`src/rtl/vga_timing_gen.sv`:
```
// rtl/vga_timing_gen.sv - parametrised progressive raster timing generator
//
// Purpose
//    Walks a raster of H_TOTAL x V_TOTAL pixel positions, one position per
//    enabled pixel clock. From that walk it produces the sync pulses, the
//    current coordinates, the active-video flag, the line/frame/vblank event
//    strobes and a count of completed frames. Every output is a flop, and all
//    of them describe the same pixel: the one at the current hpos/vpos.
//
// Ports
//    clk           in   1     pixel clock
//    sys_rst       in   1     asynchronous reset, active-high
//    pix_en        in   1     pixel advance enable; 0 freezes every register
//    hsync         out  1     horizontal sync, asserted level H_SYNC_POL
//    vsync         out  1     vertical sync, asserted level V_SYNC_POL
//    hpos          out  CW    current column, 0..H_TOTAL-1
//    vpos          out  CW    current line, 0..V_TOTAL-1
//    active        out  1     hpos < H_VISIBLE and vpos < V_VISIBLE
//    line_start    out  1     entered column 0 of a line
//    frame_start   out  1     entered (0,0) by wrapping from the last pixel
//    vblank_start  out  1     entered (0,V_VISIBLE)
//    frame_cnt     out  FCW   completed frames, wraps modulo 2^FCW

module vga_timing_gen #(
   parameter int H_VISIBLE  = 640,
   parameter int H_FPORCH   = 16,
   parameter int H_SYNC     = 96,
   parameter int H_BPORCH   = 48,
   parameter int V_VISIBLE  = 480,
   parameter int V_FPORCH   = 10,
   parameter int V_SYNC     = 2,
   parameter int V_BPORCH   = 33,
   parameter int H_SYNC_POL = 0,
   parameter int V_SYNC_POL = 0,
   parameter int CW         = 10,
   parameter int FCW        = 8
) (
   input  logic           clk,
   input  logic           sys_rst,
   input  logic           pix_en,
   output logic           hsync,
   output logic           vsync,
   output logic [CW-1:0]  hpos,
   output logic [CW-1:0]  vpos,
   output logic           active,
   output logic           line_start,
   output logic           frame_start,
   output logic           vblank_start,
   output logic [FCW-1:0] frame_cnt
);

   localparam int H_TOTAL  = H_VISIBLE + H_FPORCH + H_SYNC + H_BPORCH;
   localparam int V_TOTAL  = V_VISIBLE + V_FPORCH + V_SYNC + V_BPORCH;
   localparam int HS_START = H_VISIBLE + H_FPORCH;
   localparam int HS_END   = HS_START + H_SYNC;
   localparam int VS_START = V_VISIBLE + V_FPORCH;
   localparam int VS_END   = VS_START + V_SYNC;

   localparam logic [CW-1:0] H_LAST = CW'(H_TOTAL - 1);
   localparam logic [CW-1:0] V_LAST = CW'(V_TOTAL - 1);
   localparam logic [CW-1:0] V_VIS  = CW'(V_VISIBLE);

   // Range bounds carry one extra bit: a sync pulse that runs to the very
   // end of the line/frame has an exclusive end equal to TOTAL, which may
   // not fit in CW bits.
   localparam logic [CW:0] H_VIS_W    = (CW+1)'(H_VISIBLE);
   localparam logic [CW:0] V_VIS_W    = (CW+1)'(V_VISIBLE);
   localparam logic [CW:0] HS_START_W = (CW+1)'(HS_START);
   localparam logic [CW:0] HS_END_W   = (CW+1)'(HS_END);
   localparam logic [CW:0] VS_START_W = (CW+1)'(VS_START);
   localparam logic [CW:0] VS_END_W   = (CW+1)'(VS_END);

   localparam logic HS_ON = 1'(H_SYNC_POL);
   localparam logic VS_ON = 1'(V_SYNC_POL);

   logic [CW-1:0]  hpos_q, hpos_d;
   logic [CW-1:0]  vpos_q, vpos_d;
   logic [FCW-1:0] frame_cnt_q, frame_cnt_d;
   logic           hsync_q, hsync_d;
   logic           vsync_q, vsync_d;
   logic           active_q, active_d;
   logic           line_start_q, line_start_d;
   logic           frame_start_q, frame_start_d;
   logic           vblank_start_q, vblank_start_d;

   logic           h_last;
   logic           v_last;
   logic [CW:0]    hpos_w;
   logic [CW:0]    vpos_w;

   assign h_last = (hpos_q == H_LAST);
   assign v_last = (vpos_q == V_LAST);

   always_comb begin
      hpos_d         = hpos_q;
      vpos_d         = vpos_q;
      frame_cnt_d    = frame_cnt_q;
      hsync_d        = hsync_q;
      vsync_d        = vsync_q;
      active_d       = active_q;
      line_start_d   = line_start_q;
      frame_start_d  = frame_start_q;
      vblank_start_d = vblank_start_q;
      hpos_w         = '0;
      vpos_w         = '0;

      // With pix_en low nothing moves, strobes included, so a consumer that
      // qualifies a strobe with pix_en sees each event exactly once.
      if (pix_en) begin
         if (h_last) begin
            hpos_d = '0;
            if (v_last) begin
               vpos_d      = '0;
               frame_cnt_d = frame_cnt_q + 1'b1;
            end else begin
               vpos_d = vpos_q + 1'b1;
            end
         end else begin
            hpos_d = hpos_q + 1'b1;
         end

         // Every flag is derived from the coordinates being loaded, so the
         // flags land in the same cycle as the position they describe.
         hpos_w = {1'b0, hpos_d};
         vpos_w = {1'b0, vpos_d};

         hsync_d  = (hpos_w >= HS_START_W && hpos_w < HS_END_W) ? HS_ON : ~HS_ON;
         vsync_d  = (vpos_w >= VS_START_W && vpos_w < VS_END_W) ? VS_ON : ~VS_ON;
         active_d = (hpos_w < H_VIS_W) && (vpos_w < V_VIS_W);

         // Column 0 is only ever loaded by a wrap, so these compares fire
         // once per event and never straight out of reset.
         line_start_d   = (hpos_d == '0);
         frame_start_d  = (hpos_d == '0) && (vpos_d == '0);
         vblank_start_d = (hpos_d == '0) && (vpos_d == V_VIS);
      end
   end

   // Asynchronous reset drops straight back to the (0,0) state with sync
   // deasserted, so a reset in the middle of a pulse cuts it short.
   always_ff @(posedge clk or posedge sys_rst) begin
      if (sys_rst) begin
         hpos_q         <= '0;
         vpos_q         <= '0;
         frame_cnt_q    <= '0;
         hsync_q        <= ~HS_ON;
         vsync_q        <= ~VS_ON;
         active_q       <= 1'b1;
         line_start_q   <= 1'b0;
         frame_start_q  <= 1'b0;
         vblank_start_q <= 1'b0;
      end else begin
         hpos_q         <= hpos_d;
         vpos_q         <= vpos_d;
         frame_cnt_q    <= frame_cnt_d;
         hsync_q        <= hsync_d;
         vsync_q        <= vsync_d;
         active_q       <= active_d;
         line_start_q   <= line_start_d;
         frame_start_q  <= frame_start_d;
         vblank_start_q <= vblank_start_d;
      end
   end

   assign hpos         = hpos_q;
   assign vpos         = vpos_q;
   assign frame_cnt    = frame_cnt_q;
   assign hsync        = hsync_q;
   assign vsync        = vsync_q;
   assign active       = active_q;
   assign line_start   = line_start_q;
   assign frame_start  = frame_start_q;
   assign vblank_start = vblank_start_q;

endmodule

```
`config.mk`:
```
export PLATFORM = sky130hd
export DESIGN_NAME = vga_timing_gen
export DESIGN_NICKNAME = d
export VERILOG_FILES = /design/src/rtl/vga_timing_gen.sv
export SDC_FILE = /design/constraint.sdc
export NUM_CORES = 1
export LEC_CHECK = 0
export ABC_AREA = 0
export CAP_MARGIN = 0
export CELL_PAD_IN_SITES_DETAIL_PLACEMENT = 1
export CELL_PAD_IN_SITES_GLOBAL_PLACEMENT = 2
export CORE_MARGIN = 2
export CORE_UTILIZATION = 35
export CTS_CLUSTER_SIZE = 10
export DETAILED_ROUTE_END_ITERATION = 6
export PLACE_DENSITY_LB_ADDON = 0.2
export REMOVE_ABC_BUFFERS = 1
export SYNTH_ARGS = -nofsm -noshare
export SYNTH_HDL_FRONTEND = slang
export SYNTH_SLANG_ARGS = --single-unit
export TNS_END_PERCENT = 100
```
`constraint.sdc`:
```
create_clock -name clk -period 4.6 [get_ports clk]
set_input_delay 0.46 -clock clk [delete_from_list [all_inputs] [get_ports clk]]
set_output_delay 0.46 -clock clk [all_outputs]
set_load 0.02 [all_outputs]
```
== Word-level counts from Yosys, hierarchy flattened ==
Index checks and enable logic that the tools add are counted.

* Logic and storage cells: 36
* Output and inout port bits: 34
* Input bits: 3
* Flip-flop bits (word level): 34

* Equal/unequal tests: 3
* $lt $le $gt $ge: 6
* Muxes and demuxes: 7
* Reductions and logical operators: 8
* Add/subtract/negate cells: 3

{| class="wikitable"
|+ Operators with widths
! cell !! count
|-
| $mux 10 || 5
|-
| $add 10x1->10 const B || 2
|-
| $eq 10x10->1 const B || 2
|-
| $logic_not 10->1 || 2
|-
| $lt 10x10->1 const B || 2
|-
| $lt 10x9->1 const B || 2
|-
| $eq 10x9->1 const B || 1
|-
| $ge 10x10->1 const B || 1
|-
| $ge 10x9->1 const B || 1
|-
| $add 8x1->8 const B || 1
|-
| $logic_and 1x1->1 || 5
|-
| $reduce_and 3->1 || 1
|-
| $mux 1 || 2
|}

== Longest topological paths before layout ==
* Depth after elaboration: 7
* Depth in mapped cells: 9
* Gate-level depth less buffers: 8

== Worst setup path after synthesis ==
Ideal clock, no wire load.

* Kind: register to register
* Start: register hpos_q[0] (netlist: hpos[0])
* End: register frame_start_q (netlist: frame_start)
* Path slack: 2263 ps
* Library setup time: 101 ps
* Stages on the path, launching flop included: 10
* Buffers on the path: 2
* Period minus slack after synthesis: 2337 ps
* Data required time: 4499 ps
* Arrival time: 2236 ps
* Cell sequence: dfrtp_1 > ha_1 > clkbuf_1 > and4_1 > nand3_1 > clkbuf_1 > nor3_1 > nor4b_1 > a31oi_1 > o32ai_1

* Cells in the longest elaborated chain, start to end: 5
* Elaborated cells between the ends (all ways): 9
* Those cells by class: add/sub: 1; eq/ne: 1; mux: 4; reduce/logical: 3

{| class="wikitable"
|+ RTL lines
! what !! line !! source
|-
| start, declared || 76 || <nowiki>logic [CW-1:0] hpos_q, hpos_d;</nowiki>
|-
| start signal, assigned || 153 || <nowiki>hpos_q <= hpos_d;</nowiki>
|-
| $add 10x1->10 or $eq 10x10->1 (tied branches) || 119, 91 ||
|-
| $mux 10 || 110 || <nowiki>if (h_last) begin</nowiki>
|-
| $mux 10 || 109 || <nowiki>if (pix_en) begin</nowiki>
|-
| $logic_not 10->1 || 134 || <nowiki>frame_start_d = (hpos_d == '0) && (vpos_d == '0);</nowiki>
|-
| $logic_and 1x1->1 (*) || 134 ||
|-
| end signal, assigned || 160 || <nowiki>frame_start_q <= frame_start_d;</nowiki>
|-
| end, declared || 83 || <nowiki>logic frame_start_q, frame_start_d;</nowiki>
|}

Every way passes the cells marked *; elsewhere a longest branch is shown, timed or not. The select of a mux whose other input is x is not followed.
A chain may end at the register's enable or synchronous reset.

== Worst setup path in the final report ==
* Start: register hpos_q[0] (netlist: hpos[0])
* End: register vpos_q[7] (netlist: vpos[7])

* Cells in the longest elaborated chain, start to end: 3

{| class="wikitable"
|+ RTL lines
! what !! line !! source
|-
| $eq 10x10->1 || 91 || <nowiki>assign h_last = (hpos_q == H_LAST);</nowiki>
|-
| $mux 10 || 110 ||
|-
| $mux 10 || 109 ||
|-
| end signal, assigned || 154 || <nowiki>vpos_q <= vpos_d;</nowiki>
|-
| end, declared || 77 || <nowiki>logic [CW-1:0] vpos_q, vpos_d;</nowiki>
|}

No other way between the ends. The select of a mux whose other input is x is not followed.

==> metrics.txt <==
met2 Resource Use GR 30.4%; Antenna diodes 0; final setup violation count 0; multiplexer share of the synthesized area 3.12%; power per cell area 412 nW/um^2; DR iter-0 viols 50; clk slew on worst S/H paths 0.07 ns; Starting Density 36.1%; minimum clock period 2.70 ns; Global Route Usage Sum 18.9%; Final HPWL DP 4020 um; Setup Crit Path Kind register to register; initial antenna violation count 0; Net Switching 429 uW; Internal Pwr Total 648 uW; largest net degree at the start of global routing 35; H-tree levels 2; RSZ-0062 raised after global routing false; main combinational cell family by area after synthesis simple AND/OR/NAND/NOR gates; NumNets Final 267; number of global-route vias before repair 1,846; Core Region 5890 um^2; type of the tightest min-delay check register to register; worst vdd ir 251 uV; xor-xnor portion of the synthesized cell area 7.83%; Distinct cells, synth 55; DRC 0; # rows 28; sequential area share after synthesis 40.2%; Clock Sinks 34; via-per-instance ratio 5.45; Tcrit/Tclk final 58.7%; die width 81.9 um; die area 6710 um^2; Max Cap Viol 0; Synth Area in Adders 2.35%; Post-Synthesis Cells 230; via count 1,831; post-CTS setup buffers 0; relative max-transition margin 42.2%; part of the power in registers 40.9%; CTS tree built; Post-synth ARST share 100%; Fmax 371 MHz; post-synthesis average cell area 9.24 um^2; Crit. End Element register; Pleak 0.00106 uW; Fin Setup TNS 0 ns; first-pass GRT wire length 9570 um; Fin Hold WS 0.492 ns; wire length per cell 16.9 um; Primary FF master, synth dfrtp_1; switching share of power 39.8%; Slowest-stage cell, CP nor3_4; Post-Syn Area 2130 um^2; final hold vios 0; post-CTS sizing 0; crit start category register; grt total ovfl 0; met3 Track Usage GR 3.30%; CTS Buf Count 5; die height 81.9 um; CP cell instances ha_1 -> nand4_1 -> nor3_4 -> nand2_1 -> nor3_2 -> nand3_1 -> xnor2_1; CP Data Required Time 4.77 ns; wirelength, routed 5670 um; Pins Over Slew Limit 0; Layout area overhead 23.1%; routability cong. 0.775; simple-gate share of the synthesized area 26.4%; layout cells sized above 1 10.3%; R2R Setup Slk 1.90 ns; antenna-violating nets left 0; Yosys reg bits 34; First-pass DRT Iterations 4; clock share of power 21.7%; arrival time at the worst endpoint 2.87 ns; # IOs 37; CTS Root Cell clkbuf_8; met1 usage 25.5%; post-cts hold buffer count 0; Most Crowded Layer GR met2; Worst-Margin Slew 0.864 ns; worst clock skew 0.00918 ns; top fanout value on the critical path 11; combinational group share of total power 37.4%; synth warn 0; Port Buffers 36; status completed; clock latency on the worst-skew pair 0.29 ns; CP peak stage delay 0.50 ns; Post-synth EDFFs 0; compound-gate portion of the synthesized area 15.1%; CTS Buffer Depth 2
-- path summary, 6_finish.rpt --
kind	cells after the start	end	start
worst min register to register	1	frame_cnt[7]	frame_cnt[7]
worst min-delay path	1	frame_cnt[7]	frame_cnt[7]
worst max register to register	7	vpos[7]	hpos[0]
worst max-delay path	7	vpos[7]	hpos[0]
max in group asynchronous	3	vsync	sys_rst
min in group asynchronous	3	hpos[9]	sys_rst
-- synth_stat cells, drive strengths merged (3+ instances only) --
cell type,instances,area [um^2]
dfrtp,31,776
nand2,24,90.1
nand3,16,80.1
nor2,14,52.6
o21ai,13,65.1
xnor2,13,114
clkbuf,11,41.3
inv,10,37.5
and3,8,55.1
nor3,7,51.3
a31oi,6,37.5
xor2,6,52.6
mux2,5,56.3
nand4,5,31.3
a21oi,4,23.8
buf,4,27.5
ha,4,50.1
nor4,4,55.1
o22ai,4,25.0
and4,3,26.3
dfstp,3,78.8
nand2b,3,18.8
o31ai,3,22.5
-- stage by stage --
| stage | setup slack (ns) | total power, uW | cells | instance area [um^2] | utilization (%) |
|---|---|---|---|---|---|
| 6_report | 1.90 | 1080 | 336 | 2620 | 44.5 |
| 3_5_place_dp | 1.88 | 850 | 328 | 2530 | 42.9 |
| 5_1_grt | 1.59 | 1160 | 336 | 2620 | 44.5 |
| 2_1_floorplan | 2.22 | 686 | 215 | 2060 | - |
| 3_3_place_gp | 1.96 | 848 | 328 | 2530 | 42.9 |
| 4_1_cts | 1.84 | 1090 | 336 | 2620 | 44.5 |
-- critical path, delay by kind of cell, from the launching register on --
family                     cells  cell delay (ns)
xor gates and xnor gates       1             0.15
and+or+nand+nor                5             1.55
DFF                            1             0.45
adders and majority gates      1             0.42
-- area by class of cell --
| class | instances | area (um^2) |
|---|---|---|
| well taps | 75 | 93.8 |
| multi-input cells | 171 | 1160 |
| inverters | 10 | 37.5 |
| repair buffers | 38 | 375 |
| clock buffers | 7 | 86.3 |
| flip-flops and latches | 34 | 855 |
| clock inverters | 1 | 5.00 |
| fillers | 686 | 3270 |
-- cells in the final DEF, fill, tap and decap left out, types with 3 or more instances in the layout --
cell	synthesis	final
clkdlybuf4s50_1	0	36
dfrtp_1	31	31
nand2_1	24	24
nand3_1	16	16
nor2_1	14	14
xnor2_1	13	13
o21ai_0	12	12
inv_1	10	10
and3_1	7	7
xor2_1	6	6
a31oi_1	6	6
clkbuf_8	0	6
nand4_1	5	5
nor3_1	5	5
mux2_2	5	5
o22ai_1	4	4
ha_1	4	4
nand2b_1	3	3
and4_1	3	3
o31ai_1	3	3
a21oi_1	3	3
dfstp_2	3	3
-- power groups by stage --
stage          clock network, uW  registers, uW  logic (uW)
2_1_floorplan                  0            466         219
3_3_place_gp                   0            445         403
3_5_place_dp                   0            443         407
4_1_cts                      244            439         410
5_1_grt                      256            454         448
6_report                     234            441         403
-- layer usage --
| metal | vias to the layer above | wire [um] |
|---|---|---|
| met1 | 907 | 2720 |
| met5 | - | 0 |
| li1 | 894 | - |
| met3 | 7 | 108 |
| met2 | 23 | 2750 |
| met4 | 0 | 87 |
-- state kept, by name, summed over array words and instances, names as in the netlist --
name / cells
line_start: 1
frame_start: 1
vsync: 1
active: 1
frame_cnt: 8
hsync: 1
hpos: 10
vblank_start: 1
vpos: 10
-- cell families (layout without fill, tap and decap cells) --
logic type / count (synthesis) / count (layout)
and+or+nand+nor: 96 / 96
AOI/OAI and AO/OA: 46 / 46
DFF: 34 / 34
buffers and inverters: 25 / 56
xor gates and xnor gates: 19 / 19
muxes: 6 / 6
adders and majority gates: 4 / 4
No activity file was read; power rests on OpenSTA's default activity.
==> patch 1: new RTL, config.mk and constraints unchanged <==
Set the parameter `H_VISIBLE` to 512 (it was 640).
--- a/src/rtl/vga_timing_gen.sv
+++ b/src/rtl/vga_timing_gen.sv
@@ -22,7 +22,7 @@
 //    frame_cnt     out  FCW   completed frames, wraps modulo 2^FCW
 
 module vga_timing_gen #(
-   parameter int H_VISIBLE  = 640,
+   parameter int H_VISIBLE  = 512,
    parameter int H_FPORCH   = 16,
    parameter int H_SYNC     = 96,
    parameter int H_BPORCH   = 48,
Check against the original RTL: no difference found for any inputs over 10 cycles, from zero or initial values and one cycle with sys_rst high; that may be too few to reach the edited logic, so the function may still have changed.
==> patch 1 against the unedited design <==
Clock power is 5% higher. Design area is 2.2% higher. Synthesized cell count is 3.9% higher. Setup slack worse by 0.24 ns. Sequential cell count stayed put. Highest routed layer unchanged. Fmax is 8.2% lower. Global-route usage is 0.42 points lower. Power is 16% higher. Hold slack worse by 0.0089 ns. Synthesized area is 4.5% higher. Count of clock-buffer cells in the layout is 1 lower. Wire length is 6.6% higher. Clock skew is 0.0049 ns lower.
==> patch 1: results (changes against the unedited design) <==
* Area after DPL at 0.00258 sq mm (was 0.00253 sq mm)
* Relative slew slack at 0.629 (was 0.422)
* Internal power at 706 uW (was 648 uW)
* Clkbuf count at 6 (was 7)
* P_leak at 0.991 nW (was 1.06 nW)
* Status: finished, final reports clean (unchanged)
* Area growth from synthesis to layout at 20.4% (was 23.1%)
* Vias in the first global route at 1985 (was 1846)
* Synth Area in XOR/XNOR at 0.0828 (was 0.0783)
* Worst path slowest cell: dfrtp_1 (was nor3_4)
* Mux contribution to synthesized area at 0.0242 (was 0.0312)
* Number of fill cells at 739 (was 686)
* P_seq at 511 uW (was 441 uW)
* Global-route wire length before repair at 10.4 mm (was 9.57 mm)
* Synth Area in Compound Gates at 0.167 (was 0.151)
* Post-synthesis cell count at 239 (was 230)
* Arrival time worst endpoint at 3.16 ns (was 2.87 ns)
* Comb_multi_in at 176 (was 171)
* Routability congestion estimate at 0.782 (was 0.775)
* Largest vdd supply drop at 0.305 mV (was 0.251 mV)
* Most frequent cells after synthesis: 31 x dfrtp_1, 19 x xnor2_1, 17 x o21ai_0 (was 31 x dfrtp_1, 24 x nand2_1, 16 x nand3_1)
* Worst reg2reg path endpoint: frame_start$_DFFE_PP0P_ (was vpos[7]$_DFFE_PP0P_)
* Wire length per cell at 17.6 microns (was 16.9 microns)
* DR vias at 1909 (was 1831)
* Clk_skew at 0.00428 ns (was 0.00918 ns)
* Inverters, non-clock at 11 (was 10)
* Synthesized cell area at 0.00222 sq mm (was 0.00213 sq mm)
* Sw power at 548 uW (was 429 uW)
* Share of cells above drive strength 1 at 0.105 (was 0.103)
* Nets@finish at 273 (was 267)
* Adder-cell share of the synthesized area at 0.0225 (was 0.0235)
* CP Max Fanout at 15 (was 11)
* Register area share after synthesis at 0.385 (was 0.402)
* Final Critical Period at 2.94 ns (was 2.70 ns)
* Synth top area cells: dfrtp_1 35%, xnor2_1 7.5%, nand4_1 3.9%, o21ai_0 3.8%, dfstp_2 3.5% (was dfrtp_1 36%, xnor2_1 5.4%, nand2_1 4.2%, nand3_1 3.8%, dfstp_2 3.7%)
* Final WL at 6.05 mm (was 5.67 mm)
* All-Layer GR Usage at 0.185 (was 0.189)
* Pre-CTS WS at 1.69 ns (was 1.88 ns)
* DR iter-0 viols at 56 (was 50)
==> patch 1: cell types whose count changed after synthesis, moves of 4 or more <==
| cell | before | now |
|---|---|---|
| xnor2_1 | 13 | 19 |
| o21ai_0 | 12 | 17 |
| buf_4 | 1 | 5 |
| clkbuf_1 | 11 | 4 |
| nand2_1 | 24 | 14 |
| a21oi_1 | 3 | 8 |
| nand4_1 | 5 | 14 |
| xor2_1 | 6 | 2 |
| buf_2 | 1 | 5 |
==> patch 1: metrics by stage <==
step,hold slack (ns),util
after floorplan,0.545,-
after global placement,0.465,0.413
after detailed placement,0.467,0.413
after CTS,0.483,0.428
after global routing,0.490,0.428
final,0.483,0.428
==> patch 1: metal layers <==
layer / up-vias / track usage / part of all wire
met5: - / 0 / 0
met4: 0 / 0.0499 / 0.011
met3: 5 / 0.0287 / 0.033
met2: 41 / 0.302 / 0.49
met1: 934 / 0.255 / 0.47
li1: 929 / - / -
==> patch 2: new RTL, same flow settings <==
Without the edit above. Add an input register stage for `pix_en`, without a reset; this delays it by one clock.
--- a/src/rtl/vga_timing_gen.sv
+++ b/src/rtl/vga_timing_gen.sv
@@ -73,6 +73,12 @@
    localparam logic HS_ON = 1'(H_SYNC_POL);
    localparam logic VS_ON = 1'(V_SYNC_POL);
 
+   logic pix_en_q;
+
+   always_ff @(posedge clk) begin
+      pix_en_q <= pix_en;
+   end
+
    logic [CW-1:0]  hpos_q, hpos_d;
    logic [CW-1:0]  vpos_q, vpos_d;
    logic [FCW-1:0] frame_cnt_q, frame_cnt_d;
@@ -106,7 +112,7 @@
 
       // With pix_en low nothing moves, strobes included, so a consumer that
       // qualifies a strobe with pix_en sees each event exactly once.
-      if (pix_en) begin
+      if (pix_en_q) begin
          if (h_last) begin
             hpos_d = '0;
             if (v_last) begin
Behaviour: not the same (a bounded check fails within 4 cycles, from zero or initial values and one cycle with sys_rst high).
==> patch 2 against the unedited design <==
Synthesized area increased by 0.94%. Largest power group unchanged. Synthesized cell count rose by 0.43%. Wire length fell by 0.49%. Utilization up 0.52 points. Die area grew 0.89%. Sequential cell count rose by 1. Power is 9.7% higher. Design area increased by 1.8%. Critical endpoint is now vsync$_DFFE_PP1P_. Critical path depth did not move. Count of clock-buffer cells in the layout shrank 1. Clock power rose by 24%. Fmax is 3.3% lower. Setup slack lost 0.093 ns.
==> patch 2: results (changes against the unedited design) <==
* Status: finished, final reports clean (unchanged)
* Synth Area in XOR/XNOR at 0.0776 (was 0.0783)
* Wire length on met1 at 2.69 mm (was 2.72 mm)
* Inserted Diodes at 0 (unchanged)
* Share of cells above drive strength 1 at 0.107 (was 0.103)
* Port bufs at 36 (unchanged)
* Vias in the first global route at 1878 (was 1846)
* Unique cell type count in the Yosys netlist at 56 (was 55)
* Post-synth ARST share at 0.971 (was 1.00)
* Synth Area in Compound Gates at 0.149 (was 0.151)
* Crit-path max cell delay at 0.46 ns (was 0.50 ns)
* Hold crit path type: reg -> reg (unchanged)
* Register area share after synthesis at 0.408 (was 0.402)
* Worst path slowest cell: dfrtp_1 (was nor3_4)
* Yosys warnings at 0 (unchanged)
* Arrival time worst endpoint at 3.00 ns (was 2.87 ns)
* Inserted Clock Buffers at 5 (unchanged)
* All-Layer GR Usage at 0.188 (was 0.189)
* Ys flop type: dfrtp_1 (unchanged)
* Final WL at 5.64 mm (was 5.67 mm)
* Clk_skew at 0.00287 ns (was 0.00918 ns)
* DR WL met3 at 157 microns (was 108 microns)
* Global-route wire length before repair at 9.65 mm (was 9.57 mm)
* P_leak at 1.08 nW (was 1.06 nW)
* Tightest Pin Transition at 0.591 ns (was 0.864 ns)
* DP Cell Count at 329 (was 328)
* H-Tree Depth at 2 (unchanged)
* DR vias at 1826 (was 1831)
* TritonRoute pass-1 iters at 4 (unchanged)
* FF-to-FF path depth at 7 (unchanged)
* Number of fill cells at 688 (was 686)
* Mux contribution to synthesized area at 0.0309 (was 0.0312)
* Most frequent cells after synthesis: 31 x dfrtp_1, 24 x nand2_1, 16 x nand3_1 (unchanged)
* Routability congestion estimate at 0.772 (was 0.775)
* Nets@finish at 268 (was 267)
* Synth top area cells: dfrtp_1 36%, xnor2_1 5.3%, nand2_1 4.2%, nand3_1 3.7%, dfstp_2 3.7% (was dfrtp_1 36%, xnor2_1 5.4%, nand2_1 4.2%, nand3_1 3.8%, dfstp_2 3.7%)
* Critical Path Source: hpos[0]$_DFFE_PP0P_ (unchanged)
* CP Max Fanout at 14 (was 11)
* Clk_lat worst skew at 0.28 ns
* Adder-cell share of the synthesized area at 0.0233 (was 0.0235)
* # Post-CTS Setup Buffers at 0 (unchanged)
* Synthesized cell area at 0.00215 sq mm (was 0.00213 sq mm)
* Total gr overflow at 0 (unchanged)
* Crit path capture: vsync$_DFFE_PP1P_ (was vpos[7]$_DFFE_PP0P_)
* Pre-CTS WS at 1.77 ns (was 1.88 ns)
* DR iter-0 viols at 65 (was 50)
* Largest vdd supply drop at 0.257 mV (was 0.251 mV)
* Antenna violations before repair at 0 (unchanged)
* Non-Filler Instances at 337 (was 336)
* Hpwl dp at 4.07 mm (was 4.02 mm)
* Post-CTS Resized at 0 (unchanged)
* Root buffer cell: clkbuf_8 (unchanged)
* Final Critical Period at 2.79 ns (was 2.70 ns)
* CTS clk-pin slew, worst paths at 0.07 ns (about the same)
* Mean Syn Cell Area at 9.29 sq um (was 9.24 sq um)
* Top sig layer: met4 (unchanged)
* Longest Clk Path Bufs at 2 (unchanged)
[patch 2: kinds of logic after synthesis]
logic type	count (synthesis)
flops	35
mux	6
xor+xnor	19
simple gates	96
buf+inv	25
compound gates	46
fa+ha+maj	4
[patch 2: metrics by stage]
step                      hold slack [ns]  area (sq um)
after floorplan                     0.488          2080
final                               0.474          2660
after global routing                0.497          2660
after global placement              0.462          2550
after detailed placement            0.471          2550
after CTS                           0.485          2660
[patch 2: power breakdown]
group	total, mW	internal (mW)	switching [mW]
Sequential	0.453	0.351	0.102
Clock	0.291	0.175	0.115
Combinational	0.439	0.204	0.234
[patch 2: area by class of cell]
class / instances / share of cell area
Inverter: 10 / 0.0141
Clock inverter: 2 / 0.0132
Clock buffer: 6 / 0.0310
Sequential cell: 35 / 0.328
Timing Repair Buffer: 38 / 0.141
Tap cell: 75 / 0.0352
Multi-Input combinational cell: 171 / 0.437
[patch 2: how the worst min path moves through the flow]
| stage | end | slack [ns] | cells after the start | start |
|---|---|---|---|---|
| 4_1_cts | frame_cnt[7]$_DFFE_PP0P_ | 0.48 | 1 | frame_cnt[7]$_DFFE_PP0P_ |
| 5_1_grt | frame_cnt[7]$_DFFE_PP0P_ | 0.50 | 1 | frame_cnt[7]$_DFFE_PP0P_ |
| 6_report | frame_cnt[7]$_DFFE_PP0P_ | 0.47 | 1 | frame_cnt[7]$_DFFE_PP0P_ |
| 2_1_floorplan | pix_en_q$_DFF_P_ | 0.49 | 0 | pix_en |
| 3_3_place_gp | frame_cnt[7]$_DFFE_PP0P_ | 0.46 | 1 | frame_cnt[7]$_DFFE_PP0P_ |
| 3_5_place_dp | frame_cnt[7]$_DFFE_PP0P_ | 0.47 | 1 | frame_cnt[7]$_DFFE_PP0P_ |
[patch 2: routing by layer]
layer | up-vias | track usage
li1 | 900 | -
met1 | 894 | 0.257
met2 | 28 | 0.306
met3 | 4 | 0.0337
met4 | 0 | 0.0550
met5 | - | 0
[patch 2: worst max-delay path, delay by kind of cell, from the launching register on]
kind,cells,cell delay [ns]
adder cells (fa/ha/maj),1,0.40
AND/OR/NAND/NOR,3,0.86
AO/OA/AOI/OAI,3,0.97
flip-flops,1,0.46
